===== config.mk =====
export PLATFORM = sky130hd
export DESIGN_NAME = irq_pend8_flat
export DESIGN_NICKNAME = d
export VERILOG_FILES = /design/src/rtl/irq_pend8_if.sv /design/src/rtl/irq_pend8.sv /design/src/flat_wrapper.sv
export SDC_FILE = /design/constraint.sdc
export NUM_CORES = 1
export LEC_CHECK = 0
export BUFFER_PORTS_ARGS = -buffer_cell sky130_fd_sc_hd__buf_2
export CAP_MARGIN = 20
export CORE_MARGIN = 3
export CORE_UTILIZATION = 44
export CTS_BUF_LIST = sky130_fd_sc_hd__clkbuf_4 sky130_fd_sc_hd__clkbuf_8 sky130_fd_sc_hd__clkbuf_16
export DETAILED_ROUTE_END_ITERATION = 10
export PLACE_DENSITY = 0.72
export SLEW_MARGIN = 40
export SYNTH_ARGS = -nofsm -noshare
export SYNTH_HDL_FRONTEND = slang
export SYNTH_SLANG_ARGS = --single-unit

===== constraint.sdc =====
create_clock -name clk -period 2.1 [get_ports clk]
set_input_delay 0.42 -clock clk [delete_from_list [all_inputs] [get_ports clk]]
set_output_delay 0.42 -clock clk [all_outputs]
set_load 0.005 [all_outputs]

===== src/rtl/irq_pend8_if.sv =====
// irq_pend8_if
// Bundles the request, mask-write and CPU handshake signals of irq_pend8.
//   irq    [7:0]  asynchronous rising-edge interrupt request lines
//   we            mask write strobe
//   wmask  [7:0]  mask write data, 1 enables a channel
//   ack           CPU acknowledge pulse
//   ackn   [2:0]  channel being acknowledged
//   eoi           end-of-interrupt pulse
//   d      [7:0]  masked pending vector to the priority encoder
//   ena           priority encoder enable
//   mask   [7:0]  current mask register
//   busy          a channel is in service
//   isn    [2:0]  channel in service
// The master modport drives requests and CPU strobes.
// The slave modport is the irq_pend8 side.
interface irq_pend8_if;
    logic [7:0] irq;
    logic       we;
    logic [7:0] wmask;
    logic       ack;
    logic [2:0] ackn;
    logic       eoi;
    logic [7:0] d;
    logic       ena;
    logic [7:0] mask;
    logic       busy;
    logic [2:0] isn;

    modport master (
        output irq, we, wmask, ack, ackn, eoi,
        input  d, ena, mask, busy, isn
    );

    modport slave (
        input  irq, we, wmask, ack, ackn, eoi,
        output d, ena, mask, busy, isn
    );
endinterface


===== src/rtl/irq_pend8.sv =====
// irq_pend8
// Eight-channel interrupt front-end that sits in front of an 8-input priority encoder.
// It synchronises the request lines and turns their rising edges into pending bits.
// The pending vector is masked before it reaches the encoder.
// A one-deep in-service handshake blocks new encodes between ack and eoi.
// Ports:
//   clk    system clock, rising edge
//   clrn   asynchronous active-low reset
//   bus    irq_pend8_if.slave (irq/we/wmask/ack/ackn/eoi in; d/ena/mask/busy/isn out)
//
// state | meaning
// ------+---------------------------------------------------------------
// IDLE  | encoder enabled, waiting for a valid ack
// SERV  | one channel in service, encoder disabled, waiting for eoi
module irq_pend8 (
    input  logic         clk,
    input  logic         clrn,
    irq_pend8_if.slave   bus
);

    typedef enum logic {
        IDLE = 1'b0,
        SERV = 1'b1
    } state_t;

    state_t     state_q;
    state_t     state_d;

    logic [7:0] s1_q;
    logic [7:0] s2_q;
    logic [7:0] s3_q;
    logic [7:0] rise;
    logic [7:0] pend_q;
    logic [7:0] pend_d;
    logic [7:0] mask_q;
    logic [7:0] d_w;
    logic [7:0] clr;
    logic [2:0] isn_q;
    logic [2:0] isn_d;
    logic       ack_ok;

    // s1 is the metastability stage.
    // The s2/s3 pair gives one edge per low-to-high transition.
    always_ff @(posedge clk or negedge clrn) begin
        if (!clrn) begin
            s1_q <= 8'h00;
            s2_q <= 8'h00;
            s3_q <= 8'h00;
        end else begin
            s1_q <= bus.irq;
            s2_q <= s1_q;
            s3_q <= s2_q;
        end
    end

    assign rise = s2_q & ~s3_q;

    assign d_w  = pend_q & mask_q;

    // Validity is judged on the pre-write d.
    // A mask write in the same cycle therefore cannot veto or enable this ack.
    assign ack_ok = (state_q == IDLE) && bus.ack && d_w[bus.ackn];

    assign clr = ack_ok ? (8'd1 << bus.ackn) : 8'd0;

    // A new edge wins over a clear on the same bit, so the request is not lost.
    assign pend_d = (pend_q & ~clr) | rise;

    always_ff @(posedge clk or negedge clrn) begin
        if (!clrn) begin
            pend_q <= 8'h00;
        end else begin
            pend_q <= pend_d;
        end
    end

    always_ff @(posedge clk or negedge clrn) begin
        if (!clrn) begin
            mask_q <= 8'h00;
        end else if (bus.we) begin
            mask_q <= bus.wmask;
        end
    end

    always_ff @(posedge clk or negedge clrn) begin
        if (!clrn) begin
            state_q <= IDLE;
            isn_q   <= 3'd0;
        end else begin
            state_q <= state_d;
            isn_q   <= isn_d;
        end
    end

    always_comb begin
        state_d = state_q;
        isn_d   = isn_q;
        case (state_q)
            IDLE: begin
                if (ack_ok) begin
                    state_d = SERV;
                    isn_d   = bus.ackn;
                end
            end
            SERV: begin
                if (bus.eoi) begin
                    state_d = IDLE;
                end
            end
            default: begin
                state_d = IDLE;
            end
        endcase
    end

    assign bus.d    = d_w;
    assign bus.mask = mask_q;
    assign bus.ena  = (state_q == IDLE);
    assign bus.busy = (state_q == SERV);
    assign bus.isn  = isn_q;

endmodule


===== src/flat_wrapper.sv =====
// flat-port wrapper written by rule: the top's interface ports become plain ports
module irq_pend8_flat 
  (clk, clrn, bus_irq, bus_we, bus_wmask, bus_ack, bus_ackn, bus_eoi, bus_d, bus_ena, bus_mask, bus_busy, bus_isn);
  irq_pend8_if bus_i ();
  input  logic clk;
  input  logic clrn;
  input wire logic [$bits(bus_i.irq)-1:0] bus_irq;
  input wire logic [$bits(bus_i.we)-1:0] bus_we;
  input wire logic [$bits(bus_i.wmask)-1:0] bus_wmask;
  input wire logic [$bits(bus_i.ack)-1:0] bus_ack;
  input wire logic [$bits(bus_i.ackn)-1:0] bus_ackn;
  input wire logic [$bits(bus_i.eoi)-1:0] bus_eoi;
  output wire logic [$bits(bus_i.d)-1:0] bus_d;
  output wire logic [$bits(bus_i.ena)-1:0] bus_ena;
  output wire logic [$bits(bus_i.mask)-1:0] bus_mask;
  output wire logic [$bits(bus_i.busy)-1:0] bus_busy;
  output wire logic [$bits(bus_i.isn)-1:0] bus_isn;
  assign bus_i.irq = bus_irq;
  assign bus_i.we = bus_we;
  assign bus_i.wmask = bus_wmask;
  assign bus_i.ack = bus_ack;
  assign bus_i.ackn = bus_ackn;
  assign bus_i.eoi = bus_eoi;
  assign bus_d = bus_i.d;
  assign bus_ena = bus_i.ena;
  assign bus_mask = bus_i.mask;
  assign bus_busy = bus_i.busy;
  assign bus_isn = bus_i.isn;
  irq_pend8 u_core (.clk(clk), .clrn(clrn), .bus(bus_i));
endmodule

==> metrics.md <==
| Metric | Value |
|---|---|
| Status | `finished clean` |
| Wl on met1 | `around 1.0 mm` |
| Mapped Avg Cell Area | `about 15 sq um` |
| Placer congestion estimate | `about 0.80` |
| Fill count | `about 300` |
| Area Growth Syn to Fin | `21.9%` |
| Clock-pin slew on the worst setup and hold paths | `120 ps` |
| Clock sinks | `44` |
| Full die area | `between 4000 and 5000 sq um` |
| Sequential share of the synthesized area | `0.715` |
| R2r setup slk | `slightly below 300 ps` |
| Vias in the first global route | `between 900 and 1000` |
| H-tree depth | `2` |
| Power density over cell area | `approximately 870 nW/um^2` |
| CP Cell Sequence | `and2_1 -> mux4_2 -> and3_4 -> nor2b_4 -> mux2_1` |
| First-pass GRT wire length | `roughly 4.6 mm` |
| Max Freq | `0.554 GHz` |
| Clock Path Buffers | `2` |
| Antenna violations before repair | `0` |
| Mapped Nets | `126` |
| CP Launch Point | `u_core.bus.mask[5]` |
| Core box area | `approximately 3200 sq um` |
| Worst-Skew Late Latency | `350 ps` |
| Final HPWL DP | `between 1.5 and 2 mm` |
| Worst setup SP type | `flip-flop` |
| Avg WL per Cell | `roughly 13 um` |
| Worst endpoint data arrival time | `2050 ps` |
| Die X | `65.1 um` |
| Die height | `approximately 65 um` |
| Cell Area, Synth | `~1500 sq um` |
| Worst clock skew | `about 6.3 ps` |
| Synth Flop Type | `dfrtp_1` |
| DRT Pass-1 Iters | `4` |
| CTS tree | `done` |
| Drt total wl | `between 2 and 3 mm` |
| Antenna-violating nets left | `0` |
| Yosys warns | `0` |
| First-iteration detailed-routing DRC count | `22` |
| Top cell type's share of synthesized area | `0.715` |
| Count leader, synth | `dfrtp_1` |
| CTS Hold Bufs | `0` |
| Cell Rows | `20` |
| Crit-path max FO | `6` |
| Top post-synthesis cells by area | `dfrtp_1, mux2_2, mux4_2` |
| DRC | `0` |
| Worst Tran Pin Value | `490 ps` |
| GRT Residual Overflow | `0` |
| Io pins | `45` |
| Slowest stage delay, CP | `450 ps` |
| Post-Route Setup TNS | `0 ps` |
| Crit end category | `flip-flop` |
| Inst Count DP | `189` |
| PnR worst setup slack | `around 290 ps` |
| Worst R2R Start | `u_core.bus.mask[5]` |
| DR WL met3 | `154 um` |
| Layout cell share with drive strength beyond 1 | `0.444` |
| Yosys cell types | `22` |
| Drt via density | `4.66` |
| CP max stage cell | `mux4_2` |
| Worst hold slack | `6.87 ps` |
| CTS root buf | `clkbuf_4` |
| GRT Total Usage | `0.146` |
| Tcrit/Tclk final | `0.860` |
| Initial Utilization | `0.480` |
| Slew Limit Headroom | `0.673` |
| Post-Syn Instances | `approximately 100` |
| ANT cells | `0` |
| CP delay by family, top | `multiplexers` |
| Worst endpoint required time | `2350 ps` |
| Leading area contributor after synthesis | `dfrtp_1` |
| Final nets | `about 180` |
| Final Hold Vio Count | `0` |
| # setup viols final | `0` |
| WS Path Type | `flip-flop to flip-flop` |
| Number of enable flip-flop cells after synthesis | `0` |
| Post-CTS Setup Bufs | `0` |
| Critical R2R Capture | `u_core.bus.isn[0]` |
| Met2 wire length | `1.33 mm` |
| Final min period | `1810 ps` |
| Via count of the routed design | `approximately 920` |
| Synth async-reset ratio | `1.00` |
| Cell Count, Final, Fillers Out | `~200` |
| TritonCTS Buffers | `5` |
| CTS resizes | `0` |
| Flip-flop and latch count after synthesis | `44` |
| Place WS | `about 170 ps` |
| WP buf/inv | `0` |
| Worst min-delay path class | `input port to async pin` |
| Max IR drop VDD | `roughly 0.57 mV` |
| Most frequent cells after synthesis | `dfrtp_1, inv_1, mux2_2, o21ai_0, and2_1` |
| Max-slew violations | `0` |
| P_leak | `0.000908 uW` |
| Top Metal Used | `met4` |
| Pin count of the biggest net entering global routing | `24` |
| Maxcap violations | `0` |
| RSZ-0062 raised after global routing | `false` |
| Worst reg2reg path depth | `5` |
| Port Buf Inserts | `44` |
flip-flops by register name, summed over array words and instances (netlist names):
signal,cells
u_core.s3_q,8
u_core.bus.mask,8
u_core.bus.isn,3
u_core.s2_q,8
u_core.bus.busy,1
u_core.s1_q,8
u_core.pend_q,8
cells by family (layout without fill, tap and decap cells):
kind of cell / Yosys count / after routing / share of synthesized area
DFF: 44 / 44 / 0.715
and+or+nand+nor: 20 / 20 / 0.0886
AOI/OAI and AO/OA: 14 / 14 / 0.0585
muxes: 12 / 12 / 0.102
buffers and inverters: 12 / 63 / 0.0350
metrics by stage:
stage	power [uW]	instance area (sq um)	utilization
floorplan	1090	1540	-
global placement	1220	1810	0.565
detailed placement	1230	1810	0.565
CTS	1650	1880	0.586
global route	1730	1880	0.586
finish	1630	1880	0.586
routing by layer:
layer | track usage | vias to the layer above
met1 | 0.181 | 442
met5 | 0 | -
met3 | 0.0444 | 7
met4 | 0.0699 | 0
li1 | - | 447
met2 | 0.234 | 22
layout by cell type, fill, tap and decap left out, types with 4 or more instances in the layout:
| cell | instances |
|---|---|
| buf_2 | 44 |
| dfrtp_1 | 44 |
| inv_1 | 9 |
| o21ai_0 | 8 |
| mux2_2 | 8 |
| and2_1 | 7 |
| clkbuf_4 | 5 |
| nand2b_1 | 4 |
| a22o_1 | 4 |
worst max-delay path by stage:
stage | endpoint | slack, ps | depth (start not counted)
5_1_grt | u_core.bus.isn[0] | 170 | 5
6_report | u_core.bus.isn[0] | 290 | 5
3_3_place_gp | u_core.bus.isn[1] | 220 | 5
3_5_place_dp | u_core.bus.isn[0] | 170 | 5
4_1_cts | u_core.bus.isn[0] | 270 | 5
2_1_floorplan | u_core.bus.isn[0] | 280 | 5
power breakdown:
group	leakage [uW]	internal (uW)	switching, uW
sequential	0.000495	927	37.6
clock	0.0000305	163	265
combinational	0.000383	132	104
total	0.000908	1220	406
area by class of cell:
type                            instances  area (sq um)  share of cell area
Clock inverter                          2          15.0             0.00801
Inverter                                9          33.8              0.0180
Clock buffer                            6          51.3              0.0274
Sequential cell                        44          1100               0.587
Multi-Input combinational cell         46           384               0.205
Tap cell                               44          55.1              0.0294
Timing Repair Buffer                   46           235               0.125
No activity file was read; power rests on OpenSTA's default activity.
